--- config.mk ---
export PLATFORM = sky130hd
export DESIGN_NAME = sqrt_arbiter
export DESIGN_NICKNAME = d
export VERILOG_FILES = /design/src/rtl/sqrt_arbiter.sv
export SDC_FILE = /design/constraint.sdc
export NUM_CORES = 1
export LEC_CHECK = 0
export BUFFER_PORTS_ARGS = -buffer_cell sky130_fd_sc_hd__buf_2
export CORE_UTILIZATION = 30
export DETAILED_ROUTE_END_ITERATION = 10
export GPL_TIMING_DRIVEN = 0
export PLACE_DENSITY = 0.56
export SLEW_MARGIN = 20
export SYNTH_ARGS = -nofsm -noshare
export SYNTH_HDL_FRONTEND = slang
export SYNTH_SLANG_ARGS = --single-unit
export TNS_END_PERCENT = 10
--- constraint.sdc ---
create_clock -name clk -period 2.2 [get_ports clk]
set_clock_uncertainty 0.15 [all_clocks]
set_input_delay 0.44 -clock clk [delete_from_list [all_inputs] [get_ports clk]]
set_output_delay 0.44 -clock clk [all_outputs]
set_load 0.02 [all_outputs]
--- src/rtl/sqrt_arbiter.sv ---
// sqrt_arbiter: round-robin arbiter sharing one sqrt32 core among 4 requesters
module sqrt_arbiter #(
  parameter int N = 4,
  parameter int TIMEOUT = 64
) (
  input  logic            clk,
  input  logic            reset,
  input  logic [N-1:0]    req,
  input  logic [32*N-1:0] req_x,
  output logic [N-1:0]    ack,
  output logic            err,
  output logic [15:0]     y_out,
  output logic            busy,
  output logic [1:0]      grant_id,
  output logic            core_reset,
  output logic [31:0]     core_x,
  input  logic            core_rdy,
  input  logic [15:0]     core_y
);
  localparam logic [1:0] IDLE = 2'd0;
  localparam logic [1:0] LOAD = 2'd1;
  localparam logic [1:0] RUN  = 2'd2;
  localparam logic [1:0] DONE = 2'd3;
  localparam int CW = $clog2(TIMEOUT + 1);
  logic [1:0]    state;
  logic [1:0]    last_grant;
  logic [1:0]    pick;
  logic [CW-1:0] cnt;
  assign busy = state != IDLE;
  assign core_reset = reset || state == LOAD;
  // round-robin pick: scan downward so the nearest requester after last_grant wins
  always_comb begin
    pick = last_grant;
    for (int i = N; i >= 1; i--)
      if (req[2'(last_grant + 2'(i))]) pick = 2'(last_grant + 2'(i));
  end
  // control FSM and registered outputs
  always_ff @(posedge clk) begin
    if (reset) begin
      state <= IDLE;
      ack <= '0;
      err <= 1'b0;
      y_out <= '0;
      grant_id <= '0;
      core_x <= '0;
      last_grant <= 2'd3;
      cnt <= '0;
    end else begin
      case (state)
        IDLE: begin
          ack <= '0;
          err <= 1'b0;
          cnt <= '0;
          if (|req) begin
            grant_id <= pick;
            core_x <= req_x[{pick, 5'b0} +: 32];
            state <= LOAD;
          end
        end
        LOAD: begin
          cnt <= cnt == CW'(1) ? '0 : cnt + CW'(1);
          state <= cnt == CW'(1) ? RUN : LOAD;
        end
        RUN: begin
          if (core_rdy || cnt == CW'(TIMEOUT - 1)) begin
            state <= DONE;
            if (req[grant_id]) begin
              ack <= N'(1) << grant_id;
              err <= !core_rdy;
              y_out <= core_rdy ? core_y : 16'hFFFF;
            end
          end else begin
            cnt <= cnt + CW'(1);
          end
        end
        DONE: begin
          ack <= '0;
          err <= 1'b0;
          cnt <= '0;
          last_grant <= grant_id;
          state <= IDLE;
        end
      endcase
    end
  end
endmodule

## After elaboration in Yosys (flattened, before gate mapping)

Index checks and enable logic that the tools add are counted.
W data, S select, Z words.

- Order comparisons: 4
- Shift operators: 2
- Muxes and demuxes: 25
- Reductions and logical operators: 12
- Add/subtract/negate cells: 4
- Equal/unequal tests: 9

Operator list:

| kind | number |
|---|---|
| $shiftx A128 B8 Y32 | 1 |
| $pmux W7 S3 | 1 |
| $mux W16 | 1 |
| $mux W7 | 2 |
| $lt A2 B3 Y1 const B | 4 |
| $mux W2 | 6 |
| $bmux W1 S2 | 4 |
| $mux W4 | 2 |
| $ne A2 B2 Y1 const B | 4 |
| $pmux W2 S4 | 1 |
| $pmux W4 S2 | 1 |
| $add A7 B1 Y7 const B | 1 |
| $eq A7 B1 Y1 const B | 1 |
| $eq A7 B6 Y1 const B | 1 |
| $mux W1 | 6 |
| $reduce_and A3 Y1 | 2 |
| $add A2 B2 Y2 const B | 2 |
| $eq A2 B2 Y1 const B | 2 |
| $reduce_and A2 Y1 | 2 |
| $reduce_bool A2 Y1 | 2 |
| $reduce_or A4 Y1 | 1 |
| $shl A1 B2 Y4 const A | 1 |
| $add A2 B1 Y2 const B | 1 |
| $eq A2 B1 Y1 const B | 1 |
| other kinds (5) | 6 |

- Register bits: 66
- Output and inout bits: 57
- Logic and storage cells: 64
- Input bits: 151

## Depth between registers and ports, before layout

Gate-level depths: netlist (run 1).

- Depth after elaboration: 7
- Mapped depth: 8
- Mapped depth without buffers: 6

## Worst setup path before layout (run 1)

Ideal clock, no wire load.

- Kind: reg2reg
- From: register grant_id[0]
- To: register y_out[2]
- Data required time: 1.979 ns
- Buffers on the path: 1
- Slack: 0.271 ns
- Setup time: 0.071 ns
- Cell stages (with the launch flop): 6
- Arrival time: 1.709 ns
- Clock period less this slack: 1.929 ns
- Cells stage by stage: dfxtp_1 -> mux4_2 -> and3_1 -> clkbuf_1 -> nand2b_1 -> a21oi_1

- Word-level cells in the longest chain between the ends: 3

Ends and longest elaborated chain:

| item | RTL line | text |
|---|---|---|
| start: declaration | 14 | `output logic [1:0] grant_id,` |
| start signal: assignment | 55 | `grant_id <= pick;` |
| $bmux W1 S2 | 67 | `if (req[grant_id]) begin` |
| $mux W1 (not written as such) | 67 |  |
| $reduce_and A3 Y1 (no source line) | - |  |
| end signal: assignment | 70 | `y_out <= core_rdy ? core_y : 16'hFFFF;` |
| end: declaration | 12 | `output logic [15:0] y_out,` |

Every way passes these cells. The select of a mux whose other input is x is not followed.
A chain may end at the register's enable or synchronous reset.

## Worst setup path in the final report (run 1)

- From: register last_grant[1]
- To: register core_x[24]

- Word-level cells in the longest chain between the ends: 7

Ends and longest elaborated chain:

| item | RTL line | text |
|---|---|---|
| start: declaration | 26 | `logic [1:0] last_grant;` |
| start signal: assignment | 80 | `last_grant <= grant_id;` |
| $add A2 B2 Y2 | 35 | `if (req[2'(last_grant + 2'(i))]) pick = 2'(last_grant + 2'(i));` |
| $bmux W1 S2 | 35 |  |
| $mux W1 (not written as such) | 35 |  |
| $mux W2 (2 in series) | 35 |  |
| $mux W2 * | 35 |  |
| $shiftx A128 B8 Y32 * | 56 | `core_x <= req_x[{pick, 5'b0} +: 32];` |
| end signal: assignment | 56 |  |
| end: declaration | 16 | `output logic [31:0] core_x,` |

Mark *: on every way between the ends. The rest lies on a longest branch, timed or not. The select of a mux whose other input is x is not followed.

==> impl_metrics.py, run 1 <==
metrics = {
    "drt": {
        "wl_per_cell_um": 15.3,
        "drt_wl_total_mm": 12.8,
        "drt_iter0_drc": 215,
        "vias": 4313,
        "drt-pass1-iter-count": 4,
        "antenna_left": 0,
        "vias_per_cell": 5.13,
        "post-route-drc-count": 0,
    },
    "place": {
        "dp_hpwl_mm": 9.86,
        "dpl-instance-area_um2": 5040,
        "gp_congestion": 0.806,
        "place_inst": 819,
        "io_buffers": 207,
    },
    "logic_synthesis": {
        "synth_edf_count": 0,
        "synthDominantCellAreaShare_pct": 34.8,
        "netlist_top_cells_count": "dfxtp_1, mux2i_1, nand2b_1, a21oi_1, nand4_1",
        "ys_seq_elements": 66,
        "synth.largest_area_cell": "dfxtp_1",
        "synth_area_leaders": "dfxtp_1, mux2i_1, nand2b_1",
        "synth.distinct_cells": 49,
        "syn-instance-count": 444,
        "seq_area_frac_synth_pct": 34.8,
        "ys_warn_count": 0,
        "synth.most_common_cell": "dfxtp_1",
        "synthFlopType": "dfxtp_1",
        "synthArstFlopShare_pct": 0,
        "synthesis.area_um2": 3790,
        "avgSynthCellArea_um2": 8.55,
        "syn_nets": 601,
    },
    "clock_network": {
        "clkSinkCount": 66,
        "cts-hold-fix-buffers": 0,
        "insertion_delay_ns": 0.33,
        "htreeDepth": 3,
        "cts_buffer_depth": 2,
        "cts_tree": "done",
        "clkTransAtPathRegs_ns": 0.06,
        "numCtsBuffers": 9,
        "cts_root_buf": "clkbuf_16",
    },
    "outcome": {
        "outcome": "finished clean",
    },
    "die": {
        "die_y_um": 114,
        "pin_count": 208,
        "core-area_um2": 12200,
        "die_x_um": 114,
        "row_count": 40,
        "initial_core_util_pct": 31.2,
        "die-area_um2": 13100,
    },
    "final_layout": {
        "area_delta_synth_final_pct": 42.3,
        "fin_area_um2": 5400,
        "area.sequential_um2": 1320,
        "stdcell_count": 840,
        "antenna_cells": 0,
        "fin_util_pct": 44.4,
        "drive_above_1_share_pct": 39.4,
        "multi_input_area_um2": 2230,
        "final_nets": 824,
        "nFillCells": 1239,
    },
    "global_route": {
        "grt_max_degree": 14,
        "overflow": 0,
        "grt_pass1_vias": 4138,
        "antenna_found_initial": 0,
        "grt_pass1_wl_mm": 20.2,
        "track_usage_pct": 19.6,
    },
    "timing": {
        "drv_slew": 0,
        "setup_viol": 0,
        "finalCritPeriodShare_pct": 98.7,
        "relSlewSlack_pct": 61.6,
        "hold_violations": 0,
        "fmax_mhz": 460,
        "worstMarginPinSlew_ns": 0.576,
        "rsz0062_at_grt": "true",
        "fin_crit_ns": 2.17,
    },
    "power_and_ir_drop": {
        "pwr-share-clk_pct": 39.1,
        "sw_frac_of_total_pct": 31.3,
        "p_leak_nw": 2.65,
        "ir_drop_uv": 256,
        "p_sw_mw": 1.18,
        "pwr-share-seq_pct": 36.2,
        "p_comb_share_pct": 24.7,
        "internal_power_mw": 2.58,
        "cellPowerDensity_nw_per_um2": 695,
    },
    "critical_path": {
        "cp_slowest_cell": "dfxtp_2",
        "endpoint_kind": "register",
        "worst_setup_path_start_kind": "register",
        "worstSetupPathType": "register to register",
        "cp.required_ns": 2.33,
        "cp_slowest_stage_delay_ns": 0.39,
        "cp.arrival_ns": 2.30,
        "critPathMaxFanout": 10,
        "rrSetupSlack_ns": 0.03,
        "crit_chain": "mux2i_1, or2_2, clkbuf_1, buf_2, nand4_1, a31oi_1, and3_1",
    },
    "min_path": {
        "hold_class": "input port to register",
    },
    "flow_run": {
        "cap_violations": 0,
    },
}
power groups by stage:
stage	clock, mW	sequential [mW]	combinational [mW]
final	1.47	1.36	0.927
after floorplan	0	1.49	0.428
after global routing	1.55	1.37	1.02
after global placement	0	1.38	0.906
after CTS	1.49	1.36	0.918
after detailed placement	0	1.38	0.915
metrics by stage:
| stage | hold slack, ns | total power [mW] | setup TNS, ns | setup WS (ns) |
|---|---|---|---|---|
| global placement | 0.301 | 2.29 | -5.01 | -0.187 |
| floorplan | 0.348 | 1.92 | 0 | 0.271 |
| global route | 0.259 | 3.95 | -1.25 | -0.0891 |
| finish | 0.249 | 3.75 | 0 | 0.0276 |
| detailed placement | 0.307 | 2.30 | -5.17 | -0.186 |
| CTS | 0.243 | 3.77 | 0 | 0.00832 |
worst max-delay path, delay by kind of cell (launching register included):
kind                   cells  cell delay (ns)
buffers and inverters      2             0.59
and+or+nand+nor            3             0.48
DFF                        1             0.39
muxes                      1             0.27
AOI/OAI and AO/OA          1             0.24
area by class of cell:
type                            count  area share [%]
Sequential cell                    66            24.5
Clock inverter                      7            1.44
Timing Repair Buffer              212            19.9
Inverter                           21            1.46
Tap cell                          168            3.89
Multi-Input combinational cell    320            41.3
Buffer                             37            3.31
Clock buffer                        9            4.17
final timing paths:
kind	startpoint	to	depth (start not counted)
worst max-delay path	last_grant[1]$_SDFFE_PP1N_	core_x[24]$_SDFFE_PP0P_	7
worst min-delay path	core_y[2]	y_out[2]$_SDFFE_PP0P_	3
worst max register to register	last_grant[1]$_SDFFE_PP1N_	core_x[24]$_SDFFE_PP0P_	7
worst min register to register	y_out[9]$_SDFFE_PP0P_	y_out[9]$_SDFFE_PP0P_	2
registers in the layout (all words and copies together) (netlist names), named ones only:
signal      count
core_x         32
last_grant      2
ack             4
cnt             7
err             1
y_out          16
grant_id        2
state           1
routing by layer:
metal  track usage (%)  share of wire [%]  up-vias
met5                 0                  0        -
met4              8.31                2.0        0
met3              3.18                4.9       20
met2              32.1                 48      156
met1              25.6                 45     2026
li1                  -                  -     2111
cell usage in the layout, fill, tap and decap left out, types with 12 or more instances in the layout:
cell type	instances
nand4_1	25
nand3_1	23
dfxtp_1	64
o21ai_0	23
inv_1	19
o31ai_1	13
buf_2	216
clkbuf_1	15
o211ai_1	14
and3_1	13
mux2i_1	40
nand2_1	12
nand2b_1	34
o221ai_1	20
nor2_1	13
a21oi_1	27
a31oi_1	14
cell families (layout without fill, tap and decap cells):
group | count (synthesis) | after routing | share of synthesized area (%)
compound gates | 127 | 127 | 22.6
xor+xnor | 6 | 6 | 1.38
fa+ha+maj | 6 | 6 | 1.98
buf+inv | 58 | 286 | 6.36
flops | 66 | 66 | 34.8
mux | 42 | 42 | 11.4
simple gates | 139 | 139 | 21.4
what timing repair did:
| action | in CTS | in global routing |
|---|---|---|
| endpoints found under the setup margin | 21 | 45 |
| setup buffers | 0 | 5 |
| pin swaps | 1 | 2 |
| gates resized for setup | 2 | 13 |
| hold endpoints to repair | 0 | 0 |
(Power assumes the default switching activity.)
==> inputs of run 2 (changes only) <==
BUFFER_PORTS_ARGS = -buffer_cell sky130_fd_sc_hd__buf_4   (was -buffer_cell sky130_fd_sc_hd__buf_2)
==> run 2 against run 1 <==
First-iteration DRC count fell by 14%. Global-route usage grew 0.90 points. Worst setup slack improved by 0.073 ns. Count of clock-buffer cells in the layout rose by 1. Flip-flop and latch count stayed put. Clock power shrank 7%. Routed wire length grew 4.5%. Total power is 1.1% higher. Final cell count stayed put. Critical path depth did not move. Worst hold slack got worse by 0.0020 ns. Register-to-register slack improved by 0.07 ns. Critical path type unchanged. Highest routed layer unchanged.
==> impl_metrics.py, run 2 (synthesized netlist as in run 1, its figures left out) <==
metrics = {
    "critical_path": {
        "cp.required_ns": 2.28,
        "critPathMaxFanout": 10,
        "crit_chain": "nand2_1, a31oi_2, and3b_1, clkbuf_1, buf_4, o211ai_1, and3_1",
        "cp_slowest_stage_delay_ns": 0.40,
        "endpoint_kind": "register",
        "worstSetupPathType": "register to register",
        "worst_setup_path_start_kind": "register",
        "cp_slowest_cell": "dfxtp_2",
        "cp.arrival_ns": 2.18,
    },
    "timing": {
        "fmax_mhz": 476,
        "finalCritPeriodShare_pct": 95.4,
        "setup_viol": 0,
        "setup_ws_ns": 0.101,
        "relSlewSlack_pct": 61.9,
        "drv_slew": 0,
        "worstMarginPinSlew_ns": 0.571,
        "whs_ns": 0.247,
        "hold_violations": 0,
        "fin_crit_ns": 2.10,
    },
    "final_layout": {
        "layout_common_cells": "buf_4, dfxtp_1, mux2i_1",
        "area_delta_synth_final_pct": 56.3,
        "largest_reg_flops": 32,
        "largestRegisters": "core_x: 32 flops, y_out: 16 flops, cnt: 7 flops",
        "stdcell_count": 840,
        "antenna_cells": 0,
        "area.sequential_um2": 1330,
        "final_nets": 824,
        "nFillCells": 1225,
        "mostFrequentLayoutCell": "buf_4",
        "drive_above_1_share_pct": 40.0,
        "fin_util_pct": 48.8,
        "fin_area_um2": 5930,
        "max_flop_register": "core_x",
        "multi_input_area_um2": 2250,
    },
    "global_route": {
        "overflow": 0,
        "grt_pass1_vias": 4215,
        "antenna_found_initial": 0,
        "grt_max_degree": 13,
        "track_usage_pct": 20.5,
        "grt_pass1_wl_mm": 20.9,
    },
    "die": {
        "pin_count": 208,
        "die-area_um2": 13100,
        "die_y_um": 114,
        "initial_core_util_pct": 31.2,
        "core-area_um2": 12200,
        "die_x_um": 114,
        "row_count": 40,
    },
    "drt": {
        "wl_per_cell_um": 15.9,
        "antenna_left": 0,
        "post-route-drc-count": 0,
        "drt_iter0_drc": 185,
        "vias_per_cell": 5.11,
        "drt_wl_total_mm": 13.4,
        "drt-pass1-iter-count": 5,
        "vias": 4290,
    },
    "power_and_ir_drop": {
        "cellPowerDensity_nw_per_um2": 640,
        "ir_drop_uv": 306,
        "p_leak_nw": 2.78,
    },
    "clock_network": {
        "insertion_delay_ns": 0.33,
        "clkTransAtPathRegs_ns": 0.06,
        "htreeDepth": 3,
        "cts_tree": "done",
        "cts-hold-fix-buffers": 0,
        "cts_root_buf": "clkbuf_16",
        "numCtsBuffers": 9,
        "clkSinkCount": 66,
        "cts_buffer_depth": 2,
    },
    "min_path": {
        "hold_class": "input port to register",
    },
    "outcome": {
        "outcome": "finished clean",
    },
    "place": {
        "place_inst": 819,
        "dp_hpwl_mm": 10.3,
        "dp_slack_ns": -0.200,
        "gp_congestion": 0.832,
        "io_buffers": 207,
        "dpl-instance-area_um2": 5560,
    },
    "flow_run": {
        "cap_violations": 0,
    },
}
[run 2: stage by stage]
step | setup TNS (ns) | power (mW)
after CTS | 0 | 3.82
after detailed placement | -5.40 | 2.43
after global placement | -4.71 | 2.43
after global routing | -0.000657 | 3.98
after floorplan | 0 | 1.92
final | 0 | 3.80
[run 2: routing by layer]
layer  up-vias  GRT usage, %  part of all wire (%)
met5         -             0                     0
met4         0          7.79                   1.5
met3        20          4.92                   6.1
met2       165          34.3                    49
met1      1993          25.6                    43
li1       2112             -                     -
[run 2: timing repair]
| item | in CTS | in global routing |
|---|---|---|
| resized for setup | 4 | 18 |
| buffers inserted | 0 | 6 |
| cloned | 0 | 0 |
| endpoints found under the setup margin | 27 | 39 |
| pin swaps | 1 | 2 |
[run 2: critical path, delay by kind of cell, from the launching register on]
family,cells,cell delay [ns]
compound gates,2,0.50
buf+inv,2,0.48
flops,1,0.40
simple gates,3,0.46
[run 2: worst paths after layout]
path                         startpoint                      to  slack [ns]  cells after the start
max reg2reg  last_grant[1]$_SDFFE_PP1N_  core_x[9]$_SDFFE_PP0P_        0.10                      7
min reg2reg       y_out[4]$_SDFFE_PP0P_   y_out[4]$_SDFFE_PP0P_        0.32                      2
min                            core_rdy        err$_SDFFE_PP0P_        0.25                      3
max          last_grant[1]$_SDFFE_PP1N_  core_x[9]$_SDFFE_PP0P_        0.10                      7
[run 2: power breakdown]
part	total, mW	switching, mW	internal [mW]
Combinational	1.07	0.543	0.528
Clock	1.36	0.571	0.793
Sequential	1.36	0.0631	1.30
[run 2: layout make-up]
class                   instances  share of cell area (%)
inverters                      21                    1.33
well taps                     168                    3.54
repair buffers                213                    27.0
clock buffers                  10                    4.03
plain buffers                  36                    3.12
clock inverters                 6                   0.717
flip-flops and latches         66                    22.3
multi-input cells             320                    38.0
==> inputs of run 3 (changes only) <==
CORE_ASPECT_RATIO = 1.1   (was not set)
==> run 3 against run 2 <==
Clock power rose by 3%. Register-to-register slack gained 0.02 ns. Worst hold slack better by 0.0016 ns. Combinational power about the same. Sequential power barely moved. Final area is 0.80% lower. Critical path depth down 2. Final cell count shrank 2.1%.
==> impl_metrics.py, run 3 (synthesized netlist as in run 1, its figures left out) <==
metrics = {
    "outcome": {
        "outcome": "finished clean",
    },
    "drt": {
        "vias": 4290,
        "antenna_left": 0,
        "drt-pass1-iter-count": 4,
        "vias_per_cell": 5.22,
        "wl_per_cell_um": 16.4,
        "drt_iter0_drc": 237,
        "post-route-drc-count": 0,
        "drt_wl_total_mm": 13.5,
    },
    "power_and_ir_drop": {
        "p_comb_share_pct": 27.8,
        "p_leak_nw": 2.77,
        "sw_frac_of_total_pct": 29.8,
        "design_power_total_mw": 3.83,
        "pwr-share-seq_pct": 35.6,
        "cellPowerDensity_nw_per_um2": 652,
        "p_sw_mw": 1.14,
        "pwr-share-clk_pct": 36.6,
        "ir_drop_uv": 269,
        "internal_power_mw": 2.69,
    },
    "clock_network": {
        "cts_tree": "done",
        "clkSinkCount": 66,
        "cts_root_buf": "clkbuf_16",
        "clkTransAtPathRegs_ns": 0.06,
        "cts_buffer_depth": 2,
        "cts-hold-fix-buffers": 0,
        "insertion_delay_ns": 0.33,
        "numCtsBuffers": 9,
        "htreeDepth": 3,
    },
    "global_route": {
        "grt_max_degree": 12,
        "grt_pass1_wl_mm": 20.7,
        "track_usage_pct": 20.5,
        "overflow": 0,
        "grt_pass1_vias": 4163,
        "antenna_found_initial": 0,
    },
    "final_layout": {
        "drive_above_1_share_pct": 39.4,
        "stdcell_count": 822,
        "area_delta_synth_final_pct": 55.1,
        "largestRegisters": "core_x: 32 flops, y_out: 16 flops, cnt: 7 flops",
        "largest_reg_flops": 32,
        "antenna_cells": 0,
        "mostFrequentLayoutCell": "buf_4",
        "layout_common_cells": "buf_4, dfxtp_1, mux2i_1",
        "final_nets": 821,
        "fin_area_um2": 5890,
        "max_flop_register": "core_x",
    },
    "timing": {
        "relSlewSlack_pct": 62.6,
        "whs_ns": 0.249,
        "setup_viol": 0,
        "drv_slew": 0,
        "worstMarginPinSlew_ns": 0.562,
        "fin_crit_ns": 2.08,
        "setup_tns_ns": 0,
        "hold_violations": 0,
        "rsz0062_at_grt": "true",
        "finalCritPeriodShare_pct": 94.7,
        "fmax_mhz": 480,
    },
    "critical_path": {
        "endpoint_kind": "output pin",
        "cp.required_ns": 1.61,
        "worst_setup_path_start_kind": "input port",
        "crit_chain": "buf_4, clkinv_1, clkbuf_1, nand2_1, buf_4",
        "cp.arrival_ns": 1.49,
        "critPathMaxFanout": 10,
        "rrSetupSlack_ns": 0.12,
        "worstSetupPathType": "input port to output pin",
        "cp_slowest_stage_delay_ns": 0.43,
        "cp_slowest_cell": "clkbuf_1",
        "critPathMostFrequentCell": "buf_4",
    },
    "place": {
        "place_inst": 805,
        "io_buffers": 207,
        "dpl-instance-area_um2": 5540,
        "dp_hpwl_mm": 10.3,
        "gp_congestion": 0.825,
    },
    "die": {
        "die-area_um2": 13100,
        "initial_core_util_pct": 31.1,
        "pin_count": 208,
        "core-area_um2": 12200,
        "row_count": 42,
        "die_y_um": 120,
        "die_x_um": 109,
    },
    "min_path": {
        "hold_class": "input port to register",
    },
    "flow_run": {
        "cap_violations": 0,
    },
}
==> run 3: through the flow <==
step                setup WS [ns]  util [%]
finish                      0.116      48.3
global route              -0.0300      48.3
CTS                       0.00463      47.8
detailed placement         -0.183      45.5
global placement           -0.153      45.5
floorplan                   0.271         -
==> run 3: repair_timing <==
action | CTS | global route
pin swaps | 1 | 1
resized for setup | 3 | 19
buffers inserted | 0 | 2
setup endpoints to repair | 21 | 45
==> run 3: layer usage <==
metal	global-route usage (%)	vias up	share of wire (%)
met1	26.2	1990	43
met2	33.6	162	48
li1	-	2110	-
met3	3.64	28	5.9
met4	8.50	0	2.5
met5	0	-	0
==> run 3: path summary, 6_finish.rpt <==
check	endpoint	depth (start not counted)	start
max	core_reset	5	reset
min	err$_SDFFE_PP0P_	3	core_rdy
max reg2reg	y_out[3]$_SDFFE_PP0P_	5	grant_id[0]$_SDFFE_PP0P_
min reg2reg	y_out[10]$_SDFFE_PP0P_	2	y_out[10]$_SDFFE_PP0P_
==> run 3: worst max-delay path: cells and delay by family <==
| family | cells | cell delay [ns] |
|---|---|---|
| buf+inv | 4 | 0.91 |
| simple gates | 1 | 0.14 |
==> run 3: area by class of cell <==
| cell class | count | area, um2 |
|---|---|---|
| Fill cell | 1223 | 6310 |
| Multi-Input combinational cell | 320 | 2250 |
| Timing Repair Buffer | 209 | 1570 |
| Sequential cell | 66 | 1320 |
| Clock buffer | 10 | 229 |
| Tap cell | 154 | 193 |
| Buffer | 37 | 188 |
| Inverter | 21 | 78.8 |
| Clock inverter | 5 | 56.3 |
==> run 3: power by group through the flow <==
stage               Sequential (mW)  Combinational (mW)  Clock, mW
floorplan                      1.49               0.428          0
global placement               1.39                1.04          0
detailed placement             1.39                1.05          0
CTS                            1.36                1.06       1.44
global route                   1.38                1.15       1.49
finish                         1.37                1.07       1.40
